==> config.mk <==
export PLATFORM = sky130hd
export DESIGN_NAME = mux8_scan_capture_flat
export DESIGN_NICKNAME = d
export VERILOG_FILES = /design/src/rtl/mux_scan_pkg.sv /design/src/rtl/mux8_scan_capture_if.sv /design/src/rtl/scan_settle_timer.sv /design/src/rtl/mux8_scan_capture.sv /design/src/flat_wrapper.sv
export SDC_FILE = /design/constraint.sdc
export NUM_CORES = 1
export LEC_CHECK = 0
export BUFFER_PORTS_ARGS = -buffer_cell sky130_fd_sc_hd__buf_2
export CORE_MARGIN = 2
export CORE_UTILIZATION = 60
export CTS_CLUSTER_DIAMETER = 30
export DETAILED_ROUTE_END_ITERATION = 8
export MAX_ROUTING_LAYER = met4
export PLACE_DENSITY = 0.85
export SETUP_SLACK_MARGIN = 0.2
export SLEW_MARGIN = 10
export SYNTH_ARGS = -nofsm -noshare
export SYNTH_HDL_FRONTEND = slang
export SYNTH_HIERARCHICAL = 1
export SYNTH_SLANG_ARGS = --single-unit
==> constraint.sdc <==
create_clock -name clk -period 4.3 [get_ports clk]
set_input_delay 0.86 -clock clk [delete_from_list [all_inputs] [get_ports clk]]
set_output_delay 0.86 -clock clk [all_outputs]
set_load 0.01 [all_outputs]
==> src/rtl/mux_scan_pkg.sv <==
// Shared types and constants for the 8-channel mux scan sequencer.
package mux_scan_pkg;

  localparam int unsigned NUM_CH = 8;
  localparam int unsigned SEL_W  = 3;

  localparam logic [SEL_W-1:0] LAST_CH = 3'd7;

  typedef enum logic [1:0] {
    IDLE,
    SETTLE,
    SAMPLE,
    DONE
  } state_e;

endpackage

==> src/rtl/mux8_scan_capture_if.sv <==
// Sequencer-side bus: control levels, mux select/output, and the captured word.
// The changed flag exists only when MUX8_SCAN_CHANGE_DETECT_EN is defined.
interface mux8_scan_capture_if;
  import mux_scan_pkg::*;

  logic              start;
  logic              continuous;
  logic [SEL_W-1:0]  sel;
  logic              y;
  logic [NUM_CH-1:0] capture;
  logic              busy;
  logic              done;

`ifdef MUX8_SCAN_CHANGE_DETECT_EN
  logic              changed;

  modport master (
    output start, continuous, y,
    input  sel, capture, busy, done, changed
  );

  modport slave (
    input  start, continuous, y,
    output sel, capture, busy, done, changed
  );
`else
  modport master (
    output start, continuous, y,
    input  sel, capture, busy, done
  );

  modport slave (
    input  start, continuous, y,
    output sel, capture, busy, done
  );
`endif

endinterface

==> src/rtl/scan_settle_timer.sv <==
// Loadable down-counter that holds at zero; zero_o flags the end of a settle window.
module scan_settle_timer #(
  parameter int unsigned CNT_W = 8
) (
  input  logic             clk,
  input  logic             rst,
  input  logic             load_i,
  input  logic [CNT_W-1:0] load_value_i,
  input  logic             en_i,
  output logic             zero_o
);

  logic [CNT_W-1:0] cnt_q, cnt_d;

  always_comb begin
    cnt_d = cnt_q;
    if (load_i) begin
      cnt_d = load_value_i;
    end else if (en_i && (cnt_q != '0)) begin
      cnt_d = cnt_q - 1'b1;
    end
  end

  always_ff @(posedge clk) begin
    if (rst) begin
      cnt_q <= '0;
    end else begin
      cnt_q <= cnt_d;
    end
  end

  assign zero_o = (cnt_q == '0);

endmodule

==> src/rtl/mux8_scan_capture.sv <==
// Steps an external 8:1 mux through channels 0..7, samples y once per channel after a settle
// window and publishes the word atomically. Optional macro: MUX8_SCAN_CHANGE_DETECT_EN.
module mux8_scan_capture
  import mux_scan_pkg::*;
#(
  parameter int unsigned SETTLE_CYCLES = 2,
  parameter int unsigned CNT_W         = 8
) (
  input  logic                clk,
  input  logic                rst,
  mux8_scan_capture_if.slave  bus
);

  if ((SETTLE_CYCLES < 1) || (SETTLE_CYCLES > 255)) begin : g_bad_settle
    $error("SETTLE_CYCLES must be in 1..255");
  end

  // SETTLE_CYCLES >> CNT_W is nonzero exactly when 2**CNT_W <= SETTLE_CYCLES.
  if ((CNT_W < 1) || ((SETTLE_CYCLES >> CNT_W) != 0)) begin : g_bad_cnt_w
    $error("CNT_W too small: need 2**CNT_W > SETTLE_CYCLES");
  end

  localparam logic [CNT_W-1:0] Reload = CNT_W'(SETTLE_CYCLES - 1);

  state_e            state_q, state_d;
  logic [SEL_W-1:0]  sel_q, sel_d;
  logic [NUM_CH-1:0] shadow_q, shadow_d;
  logic [NUM_CH-1:0] capture_q, capture_d;
  logic              busy_q, busy_d;
  logic              done_q, done_d;
  logic              tmr_load, tmr_en, tmr_zero;

`ifdef MUX8_SCAN_CHANGE_DETECT_EN
  logic              changed_q, changed_d;
`endif

  scan_settle_timer #(
    .CNT_W (CNT_W)
  ) u_timer (
    .clk          (clk),
    .rst          (rst),
    .load_i       (tmr_load),
    .load_value_i (Reload),
    .en_i         (tmr_en),
    .zero_o       (tmr_zero)
  );

  always_comb begin
    state_d   = state_q;
    sel_d     = sel_q;
    shadow_d  = shadow_q;
    capture_d = capture_q;
    done_d    = 1'b0;
    tmr_load  = 1'b0;
    tmr_en    = 1'b0;
`ifdef MUX8_SCAN_CHANGE_DETECT_EN
    changed_d = 1'b0;
`endif

    unique case (state_q)
      IDLE: begin
        if (bus.start) begin
          state_d  = SETTLE;
          sel_d    = '0;
          tmr_load = 1'b1;
        end
      end

      SETTLE: begin
        if (tmr_zero) begin
          state_d = SAMPLE;
        end else begin
          tmr_en = 1'b1;
        end
      end

      SAMPLE: begin
        shadow_d[sel_q] = bus.y;
        if (sel_q == LAST_CH) begin
          // Publish on the same edge as done rises so capture and done stay aligned.
          state_d   = DONE;
          capture_d = shadow_d;
          done_d    = 1'b1;
`ifdef MUX8_SCAN_CHANGE_DETECT_EN
          changed_d = (shadow_d != capture_q);
`endif
        end else begin
          state_d  = SETTLE;
          sel_d    = sel_q + 1'b1;
          tmr_load = 1'b1;
        end
      end

      DONE: begin
        sel_d = '0;
        if (bus.continuous) begin
          state_d  = SETTLE;
          tmr_load = 1'b1;
        end else begin
          state_d = IDLE;
        end
      end

      default: begin
        state_d = IDLE;
      end
    endcase

    busy_d = (state_d != IDLE);
  end

  always_ff @(posedge clk) begin
    if (rst) begin
      state_q   <= IDLE;
      sel_q     <= '0;
      shadow_q  <= '0;
      capture_q <= '0;
      busy_q    <= 1'b0;
      done_q    <= 1'b0;
    end else begin
      state_q   <= state_d;
      sel_q     <= sel_d;
      shadow_q  <= shadow_d;
      capture_q <= capture_d;
      busy_q    <= busy_d;
      done_q    <= done_d;
    end
  end

`ifdef MUX8_SCAN_CHANGE_DETECT_EN
  always_ff @(posedge clk) begin
    if (rst) begin
      changed_q <= 1'b0;
    end else begin
      changed_q <= changed_d;
    end
  end

  assign bus.changed = changed_q;
`endif

  assign bus.sel     = sel_q;
  assign bus.capture = capture_q;
  assign bus.busy    = busy_q;
  assign bus.done    = done_q;

endmodule

==> src/flat_wrapper.sv <==
// flat-port wrapper written by rule: the top's interface ports become plain ports
module mux8_scan_capture_flat import mux_scan_pkg::*;
#(
  parameter int unsigned SETTLE_CYCLES = 2,
  parameter int unsigned CNT_W         = 8
)
  (clk, rst, bus_start, bus_continuous, bus_y, bus_sel, bus_capture, bus_busy, bus_done);
  mux8_scan_capture_if bus_i ();
  input  logic clk;
  input  logic rst;
  input wire logic [$bits(bus_i.start)-1:0] bus_start;
  input wire logic [$bits(bus_i.continuous)-1:0] bus_continuous;
  input wire logic [$bits(bus_i.y)-1:0] bus_y;
  output wire logic [$bits(bus_i.sel)-1:0] bus_sel;
  output wire logic [$bits(bus_i.capture)-1:0] bus_capture;
  output wire logic [$bits(bus_i.busy)-1:0] bus_busy;
  output wire logic [$bits(bus_i.done)-1:0] bus_done;
  assign bus_i.start = bus_start;
  assign bus_i.continuous = bus_continuous;
  assign bus_i.y = bus_y;
  assign bus_sel = bus_i.sel;
  assign bus_capture = bus_i.capture;
  assign bus_busy = bus_i.busy;
  assign bus_done = bus_i.done;
  mux8_scan_capture #(.SETTLE_CYCLES(SETTLE_CYCLES), .CNT_W(CNT_W)) u_core (.clk(clk), .rst(rst), .bus(bus_i));
endmodule
==> results of run 1 <==
-- Yosys cell counts, types with 3 or more instances --
cell type / number
nand4_1: 3
dfxtp_1: 31
clkbuf_1: 5
and2_1: 3
inv_1: 8
nor2_1: 16
o21ai_0: 11
nand4b_1: 4
buf_6: 3
a21oi_1: 16
mux2i_1: 17
nor3b_1: 4
and4bb_1: 3
ha_1: 11
nand3b_1: 5
xnor2_1: 3
nor2b_1: 3
o31ai_1: 3
-- per-layer routing --
layer	vias to the layer above	global-route usage (%)
met5	-	-
met4	0	9.967
met3	7	5.934
met1	696	24.97
met2	28	42.54
li1	726	-
-- cell usage in the layout, fill, tap and decap left out, drive strengths merged, types with 2 or more instances in the layout --
| cell type | instances |
|---|---|
| o41ai | 2 |
| clkinv | 2 |
| dfxtp | 31 |
| nand3b | 5 |
| or3 | 2 |
| buf | 17 |
| nor2b | 3 |
| conb | 8 |
| nor3b | 6 |
| or4 | 5 |
| xnor2 | 3 |
| nand2b | 2 |
| o31ai | 3 |
| ha | 11 |
| a21oi | 16 |
| mux2i | 17 |
| nand4 | 3 |
| nand4b | 4 |
| o21ai | 12 |
| a311oi | 2 |
| nor3 | 2 |
| and2 | 3 |
| a221oi | 2 |
| nor2 | 16 |
| and4bb | 3 |
| inv | 8 |
| a211oi | 3 |
| clkbuf | 6 |
| nand2 | 2 |
-- stage by stage --
stage | util [%] | instances | setup slack (ns) | area (µm²) | hold WS [ns]
after floorplan | - | 196 | 2.161 | 1807 | 0.4596
after global placement | 66.67 | 232 | 1.888 | 1854 | 0.4762
after detailed placement | 66.67 | 232 | 1.780 | 1854 | 0.4910
after CTS | 68.69 | 239 | 1.755 | 1911 | 0.5136
after global routing | 68.69 | 239 | 1.444 | 1911 | 0.5461
final | 68.69 | 239 | 1.709 | 1911 | 0.5052
-- sequential cells by signal (all words and copies together) (netlist names) --
signal	count
u_core/shadow_q	8
u_core/u_timer/cnt_q	8
u_core/state_q	2
u_core/bus.capture	8
u_core/bus.busy	1
u_core/bus.done	1
u_core/bus.sel	3
-- how the worst max path moves through the flow --
stage,start,end,slack [ns],cells after the start
floorplan,u_core/u_timer/cnt_q[0]$_SDFFE_PP0P_,u_core/u_timer/cnt_q[7]$_SDFFE_PP0P_,2.16,9
global placement,u_core/bus.sel[0]$_SDFFE_PP0P_,u_core/u_timer/cnt_q[1]$_SDFFE_PP0P_,1.89,7
detailed placement,u_core/bus.sel[0]$_SDFFE_PP0P_,u_core/u_timer/cnt_q[1]$_SDFFE_PP0P_,1.78,7
CTS,u_core/bus.sel[0]$_SDFFE_PP0P_,u_core/u_timer/cnt_q[1]$_SDFFE_PP0P_,1.76,7
global route,u_core/bus.sel[0]$_SDFFE_PP0P_,u_core/u_timer/cnt_q[6]$_SDFFE_PP0P_,1.44,8
finish,u_core/bus.sel[0]$_SDFFE_PP0P_,u_core/u_timer/cnt_q[1]$_SDFFE_PP0P_,1.71,7
-- power by group --
part | switching, W | internal (W)
logic | 0.000243 | 0.000184
registers | 0.0000619 | 0.000334
clock network | 0.0000943 | 0.0000756
total | 0.000399 | 0.000594
-- final cells by class --
cell class | instances | share of cell area, %
clock buffers | 6 | 2.685
clock inverters | 1 | 0.2620
inverters | 9 | 1.768
multi-input cells | 144 | 56.32
flip-flops and latches | 31 | 32.48
well taps | 31 | 2.030
repair buffers | 17 | 4.453
-- kinds of logic (layout without fill, tap and decap cells) --
logic type | count (synthesis) | in the layout | synth area share (%)
adders and majority gates | 11 | 11 | 7.714
DFF | 31 | 31 | 34.78
other | 2 | 8 | 0.4209
xor gates and xnor gates | 3 | 3 | 1.473
AOI/OAI and AO/OA | 44 | 44 | 16.55
and+or+nand+nor | 61 | 61 | 23.35
buffers and inverters | 21 | 33 | 6.170
muxes | 17 | 17 | 9.537
-- worst max-delay path, cell delays in order, from the launching register on --
cell	delay (ns)
dfxtp_1	0.75
ha_1	0.29
ha_1	0.17
inv_1	0.08
a222oi_1	0.23
nor2_1	0.22
or4_2	0.69
o211ai_1	0.09
==> results by group, run 1 <==
Run status
  • Status: complete, no violations

Hold path
  • Hold path startpoint: u_core/shadow_q[0]$_SDFFE_PP0N_
  • Hold path cells: 2
  • Hold EP: u_core/shadow_q[0]$_SDFFE_PP0N_
  • Hold WC Path Type: flop to flop

Layout
  • Final net count: between 200 and 250
  • Layout area overhead: 7.083%
  • Multi-input logic area: 1076 µm²
  • FF+latch area: about 620 µm²
  • Share of layout cells above drive strength 1: between 10% and 20%
  • Fillers: 220
  • Diodes inserted: 0

Routing
  • Via/cell ratio: 6.096
  • WL met2: about 1900 µm
  • Drt drc: 0
  • 1st-iter DRT viols: between 50 and 60
  • Routed Wire Length: 3508 µm
  • TritonRoute pass-1 iters: 4
  • Uppermost layer routed: met4
  • Routed vias: 1457
  • Detail Route Antenna Nets: 0
  • Metal-1 WL: 1430 µm
  • Metal3 WL: 102 µm
  • Wirelength per Cell: 14.68 µm

Floorplan
  • Die area: 3426 µm²
  • Die Y: ~59 µm
  • Num rows: 19
  • I/O Pins: 18
  • Initial cell density of the core: 64.15%
  • Die Wd: between 50 and 60 µm
  • Core ar.: 2781 µm²

Pwr
  • PD cells: 519.4 nW/µm²
  • Worst-case vdd ir drop: roughly 0.41 mV
  • Total Power: between 0.0009 and 0.001 W
  • Static leakage: between 0.8 and 0.9 nW

CTS
  • Clk sinks: 31
  • Clock root buffer master: clkbuf_4
  • Hold Buf Count CTS: 0
  • Num CTS Buffers: 5
  • Worst skew pair latency: between 0.3 and 0.4 ns
  • Clk buf depth: 2
  • Post-CTS setup buffer count: 0
  • Clk pin slew, worst setup/hold paths: approximately 0.09 ns
  • H-tree depth: 2
  • TritonCTS clock tree: yes
  • PostCTS Resize Cnt: 0

STA
  • Final worst-path cycle share: 60.26%
  • Setup_tns: 0 ns
  • Final Skew: 0.005403 ns
  • RSZ-0062 raised after global routing: no
  • Final hold violations: 0
  • Finish-stage setup viols: 0
  • Slew at the pin closest to its max-slew limit: 0.6487 ns
  • Fin. max-slew vios: 0
  • Fin crit period: 2.591 ns
  • Relative slew slack: a little under three fifths
  • Peak Freq: 0.3859 GHz

Worst setup path
  • Worst setup SP type: flop
  • FF-to-FF End: u_core/u_timer/cnt_q[1]$_SDFFE_PP0P_
  • CP Data Arrival Time: 2.84 ns
  • Worst path required time: 4.55 ns
  • Crit path max fanout: 20
  • Crit Path Class: flop to flop
  • Element type at the critical path end: flop
  • Worst r2r src: u_core/bus.sel[0]$_SDFFE_PP0P_
  • Worst reg-to-reg path cell count: 7
  • Reg2reg setup slack: ~1.7 ns

Logic synthesis
  • Ys Warns: 6
  • EDFF count, synth: 0
  • Cell area after synthesis: 1784 µm²
  • Fraction of registers with async set/reset: 0%
  • #FFs+latches synth: 31
  • Avg Cell Area, Syn: 9.391 µm²
  • Distinct cells, synth: 48
  • Post-synth top area cell: dfxtp_1
  • Synthesized instance count: 190
  • Most area-consuming cells after synthesis: dfxtp_1 (35%), mux2i_1 (9.5%), ha_1 (7.7%)
  • Top cell type's share of synthesized area: 34.78%
  • Seq/Total Area, Yosys: 34.78%
  • Ys flop type: dfxtp_1

Global routing
  • Vias in the first global route: about 1400
  • Initial antenna violation count: 0
  • Largest net degree at the start of global routing: 24
  • First-pass GRT wire length: 6009 µm
  • Congestion Overflow GR: 0
  • Tot GR Track Use: a little under a quarter

Placed design
  • DP Wirelength: 2545 µm
  • GPL Wtd Cong: 0.8269
  • PortBufs: 17

Flow run
  • Max-cap viol count: 0
(Power assumes the default switching activity.)
==> inputs of run 2 (changes only) <==
--- a/config.mk
+++ b/config.mk
@@ -7,11 +7,11 @@
 export LEC_CHECK = 0
 export BUFFER_PORTS_ARGS = -buffer_cell sky130_fd_sc_hd__buf_2
 export CORE_MARGIN = 2
-export CORE_UTILIZATION = 60
+export CORE_UTILIZATION = 52
 export CTS_CLUSTER_DIAMETER = 30
 export DETAILED_ROUTE_END_ITERATION = 8
 export MAX_ROUTING_LAYER = met4
-export PLACE_DENSITY = 0.85
+export PLACE_DENSITY = 0.78
 export SETUP_SLACK_MARGIN = 0.2
 export SLEW_MARGIN = 10
 export SYNTH_ARGS = -nofsm -noshare
==> constraint.sdc (replaced) <==
create_clock -name clk -period 2.2 [get_ports clk]
set_input_delay 0.44 -clock clk [delete_from_list [all_inputs] [get_ports clk]]
set_output_delay 0.44 -clock clk [all_outputs]
set_load 0.01 [all_outputs]
==> run 2 against run 1 <==
Compared with the run above:
- final cell count increased by 13%
- sequential share of layout area fell by 2.6 points
- die area increased by 14%
- sequential power is 95% higher
- worst hold slack got worse by 0.063 ns
- power grew 130%
- clock-buffer cell count stayed put
- design area grew 11%
- setup slack lost 1.5 ns
- combinational power grew to 2.7 times the previous value
- highest routed layer unchanged
==> results by group, run 2 (synthesis gave the netlist of run 1 again) <==
STA
  • Setup_tns: 0 ns (unchanged)
  • Peak Freq: 0.5110 GHz (was 0.3859 GHz)
  • Finish-stage setup viols: 0 (unchanged)
  • Final worst-path cycle share: 88.96% (was 60.26%)
  • RSZ-0062 raised after global routing: yes (was no)
  • Relative slew slack: 64.97% (was 56.70%)
  • Fin. max-slew vios: 0 (unchanged)
  • Final hold violations: 0 (unchanged)
  • Final Skew: 0.01086 ns (was 0.005403 ns)
  • Slew at the pin closest to its max-slew limit: 0.5254 ns (was 0.6487 ns)
  • Fin crit period: 1.957 ns (was 2.591 ns)

Pwr
  • Cell-internal power: 0.001361 W (was 0.0005937 W)
  • Logic gate share of total power: 50.3% (was 42.9%)
  • Sequential cell fraction of total power: 34.2% (was 39.9%)
  • PD cells: 1065 nW/µm² (was 519.4 nW/µm²)
  • Worst-case vdd ir drop: 0.7314 mV (was 0.4132 mV)
  • Static leakage: 0.8995 nW (was 0.8232 nW)
  • Power share of the clock group: 15.5% (was 17.1%)
  • Sw Share: 39.70% (was 40.18%)
  • Psw: 0.0008958 W (was 0.0003987 W)

Worst setup path
  • Crit Path Class: flop to flop (unchanged)
  • Worst setup SP type: flop (unchanged)
  • Worst reg-to-reg path cell count: 7 (unchanged)
  • Reg2reg setup slack: 0.24 ns (was 1.71 ns)
  • Element type at the critical path end: flop (unchanged)
  • CP Data Arrival Time: 2.22 ns (was 2.84 ns)
  • Crit path max fanout: 5 (was 20)
  • Worst path required time: 2.46 ns (was 4.55 ns)
  • Worst r2r src: u_core/u_timer/cnt_q[3]$_SDFFE_PP0P_ (was u_core/bus.sel[0]$_SDFFE_PP0P_)
  • FF-to-FF End: u_core/u_timer/cnt_q[7]$_SDFFE_PP0P_ (was u_core/u_timer/cnt_q[1]$_SDFFE_PP0P_)

Routing
  • Detail Route Antenna Nets: 0 (unchanged)
  • Routed Wire Length: 3630 µm (was 3508 µm)
  • TritonRoute pass-1 iters: 4 (unchanged)
  • Via/cell ratio: 5.461 (was 6.096)
  • Wirelength per Cell: 13.49 µm (was 14.68 µm)
  • Drt drc: 0 (unchanged)
  • 1st-iter DRT viols: 162 (was 53)
  • Routed vias: 1469 (was 1457)

CTS
  • H-tree depth: 2 (unchanged)
  • Clk pin slew, worst setup/hold paths: 0.10 ns (was 0.09 ns)
  • Num CTS Buffers: 5 (unchanged)
  • Hold Buf Count CTS: 0 (unchanged)
  • TritonCTS clock tree: yes (unchanged)
  • Clk buf depth: 2 (unchanged)
  • Clock root buffer master: clkbuf_4 (unchanged)
  • Clk sinks: 31 (unchanged)
  • Worst skew pair latency: 0.34 ns (was 0.32 ns)

Hold path
  • Hold EP: u_core/state_q[0]$_SDFF_PP0_ (was u_core/shadow_q[0]$_SDFFE_PP0N_)
  • Hold path cells: 3 (was 2)
  • Hold WC Path Type: primary input to flop (was flop to flop)
  • Hold path startpoint: bus_start (was u_core/shadow_q[0]$_SDFFE_PP0N_)

Global routing
  • Congestion Overflow GR: 0 (unchanged)
  • Largest net degree at the start of global routing: 24 (unchanged)
  • Tot GR Track Use: 20.50% (was 23.91%)
  • Initial antenna violation count: 0 (unchanged)
  • First-pass GRT wire length: 6368 µm (was 6009 µm)
  • Vias in the first global route: 1423 (was 1391)

Placed design
  • PortBufs: 17 (unchanged)
  • GPL Wtd Cong: 0.8092 (was 0.8269)
  • DP Wirelength: 2283 µm (was 2545 µm)
  • Placed cell count: 255 (was 232)

Floorplan
  • Core ar.: 3311 µm² (was 2781 µm²)
  • Initial cell density of the core: 53.89% (was 64.15%)
  • Die Wd: 62.58 µm (was 58.53 µm)
  • Die Y: 62.58 µm (was 58.53 µm)
  • Die area: 3916 µm² (was 3426 µm²)
  • I/O Pins: 18 (unchanged)
  • Num rows: 21 (was 19)

Layout
  • Commonest non-fill, non-tap cell in the layout: dfxtp_1 (unchanged)
  • Layout area overhead: 18.79% (was 7.083%)
  • Diodes inserted: 0 (unchanged)
  • Post-route insts no fill: 269 (was 239)
  • Final net count: 239 (was 224)
  • Share of layout cells above drive strength 1: 30.94% (was 17.31%)
  • Final core utilization: 64.02% (was 68.69%)
  • Most frequent cells in the layout: dfxtp_1 (25), buf_2 (17), mux2i_1 (17), nor2_1 (16) (was dfxtp_1 (31), buf_2 (17), mux2i_1 (17), nor2_1 (16), a21oi_1 (16))

Flow run
  • Max-cap viol count: 0 (unchanged)

Run status
  • Status: complete, no violations (unchanged)
## run 2: worst max path at each step
| stage | endpoint | depth (start not counted) | slack, ns | start |
|---|---|---|---|---|
| floorplan | u_core/u_timer/cnt_q[7]$_SDFFE_PP0P_ | 7 | 0.17 | u_core/u_timer/cnt_q[2]$_SDFFE_PP0P_ |
| global placement | u_core/u_timer/cnt_q[3]$_SDFFE_PP0P_ | 9 | 0.13 | u_core/u_timer/cnt_q[0]$_SDFFE_PP0P_ |
| detailed placement | u_core/u_timer/cnt_q[7]$_SDFFE_PP0P_ | 7 | 0.07 | u_core/u_timer/cnt_q[2]$_SDFFE_PP0P_ |
| CTS | u_core/u_timer/cnt_q[7]$_SDFFE_PP0P_ | 7 | 0.21 | u_core/u_timer/cnt_q[2]$_SDFFE_PP0P_ |
| global route | u_core/u_timer/cnt_q[7]$_SDFFE_PP0P_ | 7 | 0.14 | u_core/u_timer/cnt_q[5]$_SDFFE_PP0P_ |
| finish | u_core/u_timer/cnt_q[7]$_SDFFE_PP0P_ | 7 | 0.24 | u_core/u_timer/cnt_q[3]$_SDFFE_PP0P_ |
## run 2: power groups by stage
stage | Sequential (W) | Combinational (W) | Clock [W]
final | 0.000771 | 0.00114 | 0.000350
after global routing | 0.000784 | 0.00126 | 0.000373
after CTS | 0.000765 | 0.00101 | 0.000351
after detailed placement | 0.000763 | 0.000930 | 0
after global placement | 0.000759 | 0.000926 | 0
after floorplan | 0.000750 | 0.000715 | 0
## run 2: area by class of cell
cell class / instances / area (µm²)
inverters: 9 / 37.54
fillers: 301 / 1191
well taps: 46 / 57.56
clock inverters: 1 / 5.005
multi-input cells: 144 / 1137
repair buffers: 32 / 197.7
flip-flops and latches: 31 / 633.1
clock buffers: 6 / 51.30
## run 2: critical path, cell delays in order, from the launching register on
cell and delay [ns]:
dfxtp_1 0.36, or4_4 0.58, nor4_4 0.19, nor2b_2 0.10, or3b_4 0.25, nor3_2 0.04, mux2i_1 0.12, a211oi_1 0.23
## run 2: routing by layer
layer  vias up  part of all wire, %  global-route usage, %
met5         -                    0                      -
met4         0                  1.0                  6.667
met3         5                  3.8                  4.865
met2        23                   50                  33.87
met1       690                   46                  24.69
li1        751                    -                      -
## run 2: per-stage QoR
step	hold slack [ns]	instance area, µm²	power (W)	setup WS, ns
floorplan	0.4596	1815	0.001465	0.1682
global route	0.4685	2120	0.002419	0.1404
detailed placement	0.4824	1942	0.001693	0.06813
global placement	0.4748	1942	0.001685	0.1280
finish	0.4426	2120	0.002257	0.2429
CTS	0.4503	2042	0.002129	0.2082
## run 2: what timing repair did
| item | 4_1_cts | 5_1_grt |
|---|---|---|
| gates resized for setup | 6 | 16 |
| pin swaps | 0 | 7 |
| setup buffers | 3 | 4 |
| endpoints found under the setup margin | 7 | 8 |
==> inputs of run 3 (changes only) <==
--- a/config.mk
+++ b/config.mk
@@ -10,6 +10,7 @@
 export CORE_UTILIZATION = 52
 export CTS_CLUSTER_DIAMETER = 30
 export DETAILED_ROUTE_END_ITERATION = 8
+export GPL_TIMING_DRIVEN = 0
 export MAX_ROUTING_LAYER = met4
 export PLACE_DENSITY = 0.78
 export SETUP_SLACK_MARGIN = 0.2
@@ -18,3 +19,4 @@
 export SYNTH_HDL_FRONTEND = slang
 export SYNTH_HIERARCHICAL = 1
 export SYNTH_SLANG_ARGS = --single-unit
+export TNS_END_PERCENT = 10
==> constraint.sdc (replaced) <==
create_clock -name clk -period 2.2 [get_ports clk]
set_input_delay 0.66 -clock clk [delete_from_list [all_inputs] [get_ports clk]]
set_output_delay 0.66 -clock clk [all_outputs]
set_load 0.01 [all_outputs]
==> run 3 against run 2 <==
Compared with the run above:
- worst hold slack improved by 0.061 ns
- sequential cell count unchanged
- non-clock buffer count increased by 12
- first-iteration DRC count decreased by 46%
- largest power group unchanged
==> results by group, run 3 (synthesis gave the netlist of run 1 again) <==
Routing
  • Via/cell ratio: 5.454 (was 5.461)
  • TritonRoute pass-1 iters: 4 (unchanged)
  • Detail Route Antenna Nets: 0 (unchanged)
  • Drt drc: 0 (unchanged)
  • Routed vias: 1538 (was 1469)
  • 1st-iter DRT viols: 87 (was 162)
  • Wirelength per Cell: 13.88 µm (was 13.49 µm)
  • Routed Wire Length: 3915 µm (was 3630 µm)

Pwr
  • Total Power: 0.002438 W (was 0.002257 W)
  • Psw: 0.0009464 W (was 0.0008958 W)
  • Cell-internal power: 0.001492 W (was 0.001361 W)
  • Sw Share: 38.82% (was 39.70%)
  • Worst-case vdd ir drop: 0.7856 mV (was 0.7314 mV)
  • PD cells: 1097 nW/µm² (was 1065 nW/µm²)
  • Sequential cell fraction of total power: 32.0% (was 34.2%)
  • Static leakage: 0.9606 nW (was 0.8995 nW)
  • Logic gate share of total power: 52.3% (was 50.3%)
  • Power share of the clock group: 15.7% (was 15.5%)

Worst setup path
  • Worst Path Buf+Inv: 2 (was 0)
  • CP top delay family: simple AND/OR/NAND/NOR gates (unchanged)
  • Crit Path Class: flop to flop (unchanged)
  • Worst-path cell chain: inv_1, ha_1, a222oi_1, nor2_1, clkbuf_4, or3_2, a21oi_2 (was or4_4, nor4_4, nor2b_2, or3b_4, nor3_2, mux2i_1, a211oi_1)
  • Crit path max fanout: 6 (was 5)
  • Slowest library cell on the worst path: or3_2 (was or4_4)
  • CP Data Arrival Time: 2.29 ns (was 2.22 ns)
  • FF-to-FF End: u_core/u_timer/cnt_q[2]$_SDFFE_PP0P_ (was u_core/u_timer/cnt_q[7]$_SDFFE_PP0P_)
  • Worst setup SP type: flop (unchanged)
  • Element type at the critical path end: flop (unchanged)
  • Slowest Stage Delay on Critical Path: 0.48 ns (was 0.58 ns)
  • Worst path required time: 2.46 ns (about the same)
  • Worst r2r src: u_core/state_q[1]$_SDFF_PP0_ (was u_core/u_timer/cnt_q[3]$_SDFFE_PP0P_)
  • Reg2reg setup slack: 0.17 ns (was 0.24 ns)
  • Worst reg-to-reg path cell count: 7 (unchanged)

Layout
  • Share of layout cells above drive strength 1: 33.05% (was 30.94%)
  • Diodes inserted: 0 (unchanged)
  • Commonest non-fill, non-tap cell in the layout: dfxtp_1 (unchanged)
  • Fillers: 302 (was 301)
  • FF+latch area: 638.1 µm² (was 633.1 µm²)
  • Layout area overhead: 24.54% (was 18.79%)
  • Final Cell Area: 2222 µm² (was 2120 µm²)
  • Final core utilization: 67.12% (was 64.02%)
  • Most frequent cells in the layout: dfxtp_1 (21), buf_2 (17), mux2i_1 (17), buf_4 (16), nor2_1 (16) (was dfxtp_1 (25), buf_2 (17), mux2i_1 (17), nor2_1 (16))
  • Multi-input logic area: 1132 µm² (was 1137 µm²)
  • Final net count: 251 (was 239)

Floorplan
  • Die area: 3916 µm² (unchanged)
  • Die Wd: 62.58 µm (unchanged)
  • Die Y: 62.58 µm (unchanged)
  • Initial cell density of the core: 53.89% (unchanged)
  • Core ar.: 3311 µm² (unchanged)
  • Num rows: 21 (unchanged)
  • I/O Pins: 18 (unchanged)

STA
  • Slew at the pin closest to its max-slew limit: 0.5344 ns (was 0.5254 ns)
  • Peak Freq: 0.4933 GHz (was 0.5110 GHz)
  • Relative slew slack: 64.37% (was 64.97%)
  • Final hold violations: 0 (unchanged)
  • Setup_tns: 0 ns (unchanged)
  • Final Skew: 0.01081 ns (was 0.01086 ns)
  • RSZ-0062 raised after global routing: yes (unchanged)
  • Fin crit period: 2.027 ns (was 1.957 ns)
  • Final worst-path cycle share: 92.14% (was 88.96%)
  • Finish-stage setup viols: 0 (unchanged)
  • Fin. max-slew vios: 0 (unchanged)

Run status
  • Status: complete, no violations (unchanged)

Global routing
  • Congestion Overflow GR: 0 (unchanged)
  • Vias in the first global route: 1391 (was 1423)
  • First-pass GRT wire length: 6506 µm (was 6368 µm)
  • Initial antenna violation count: 0 (unchanged)
  • Largest net degree at the start of global routing: 12 (was 24)
  • Tot GR Track Use: 21.34% (was 20.50%)

CTS
  • Clk pin slew, worst setup/hold paths: 0.10 ns (about the same)
  • Worst skew pair latency: 0.33 ns (was 0.34 ns)
  • Clock root buffer master: clkbuf_4 (unchanged)
  • Hold Buf Count CTS: 0 (unchanged)
  • H-tree depth: 2 (unchanged)
  • TritonCTS clock tree: yes (unchanged)
  • Clk buf depth: 2 (unchanged)
  • Clk sinks: 31 (unchanged)
  • Num CTS Buffers: 5 (unchanged)

Hold path
  • Hold path startpoint: u_core/shadow_q[7]$_SDFFE_PP0N_ (was bus_start)
  • Hold EP: u_core/shadow_q[7]$_SDFFE_PP0N_ (was u_core/state_q[0]$_SDFF_PP0_)
  • Hold path cells: 2 (was 3)
  • Hold WC Path Type: flop to flop (was primary input to flop)

Placed design
  • DP Wirelength: 2471 µm (was 2283 µm)
  • Placed instance area: 1958 µm² (was 1942 µm²)
  • GPL Wtd Cong: 0.8518 (was 0.8092)
  • PortBufs: 17 (unchanged)

Flow run
  • Max-cap viol count: 0 (unchanged)
run 3: cell types whose count changed in the layout (fill, tap and decap cells not counted), moves of 2 or more:
cell,change
buf_6,+5
clkbuf_1,+4
dfxtp_1,-4
ha_1,+3
ha_4,-2
dfxtp_2,+4
run 3: layout make-up:
type | instances | share of cell area, %
Clock inverter | 1 | 0.3378
Multi-Input combinational cell | 144 | 50.96
Buffer | 12 | 3.885
Clock buffer | 7 | 2.928
Tap cell | 46 | 2.590
Sequential cell | 31 | 28.72
Timing Repair Buffer | 32 | 9.065
Inverter | 9 | 1.520
run 3: worst max-delay path by stage:
stage / from / to / slack [ns] / cells after the start
3_5_place_dp: u_core/u_timer/cnt_q[0]$_SDFFE_PP0P_ / u_core/u_timer/cnt_q[5]$_SDFFE_PP0P_ / -0.12 / 8
6_report: u_core/state_q[1]$_SDFF_PP0_ / u_core/u_timer/cnt_q[2]$_SDFFE_PP0P_ / 0.17 / 7
5_1_grt: u_core/u_timer/cnt_q[3]$_SDFFE_PP0P_ / u_core/u_timer/cnt_q[5]$_SDFFE_PP0P_ / 0.11 / 6
2_1_floorplan: u_core/u_timer/cnt_q[2]$_SDFFE_PP0P_ / u_core/u_timer/cnt_q[7]$_SDFFE_PP0P_ / 0.17 / 7
3_3_place_gp: u_core/u_timer/cnt_q[0]$_SDFFE_PP0P_ / u_core/u_timer/cnt_q[5]$_SDFFE_PP0P_ / -0.11 / 8
4_1_cts: u_core/u_timer/cnt_q[0]$_SDFFE_PP0P_ / u_core/u_timer/cnt_q[1]$_SDFFE_PP0P_ / 0.19 / 9
run 3: worst min-delay path: cells and delay by family, from the launching register on:
kind             cells  cell delay [ns]
DFF                  1             0.34
muxes                1             0.07
and+or+nand+nor      1             0.07
run 3: power groups by stage:
stage	logic (W)	registers, W	clock network [W]
2_1_floorplan	0.000715	0.000750	0
3_3_place_gp	0.000863	0.000763	0
3_5_place_dp	0.000880	0.000763	0
4_1_cts	0.00114	0.000758	0.000395
5_1_grt	0.00139	0.000792	0.000424
6_report	0.00127	0.000781	0.000383
run 3: routing by layer:
layer	share of wire, %	GRT usage (%)	vias up
li1	-	-	777
met1	44	25.96	720
met2	51	36.02	37
met3	3.4	4.324	4
met4	0.84	5.833	0
met5	0	-	-
run 3: what timing repair did:
item / CTS / global route
pin swaps: 6 / 9
gates resized for setup: 15 / 11
setup buffers: 13 / 2
endpoints found under the setup margin: 9 / 8
run 3: stage by stage:
step	setup slack (ns)	hold WS, ns	std cells
3_5_place_dp	-0.1244	0.4836	259
4_1_cts	0.1932	0.5049	280
6_report	0.1729	0.5038	282
3_3_place_gp	-0.1128	0.4728	259
5_1_grt	0.1099	0.5295	282
2_1_floorplan	0.1682	0.4596	196
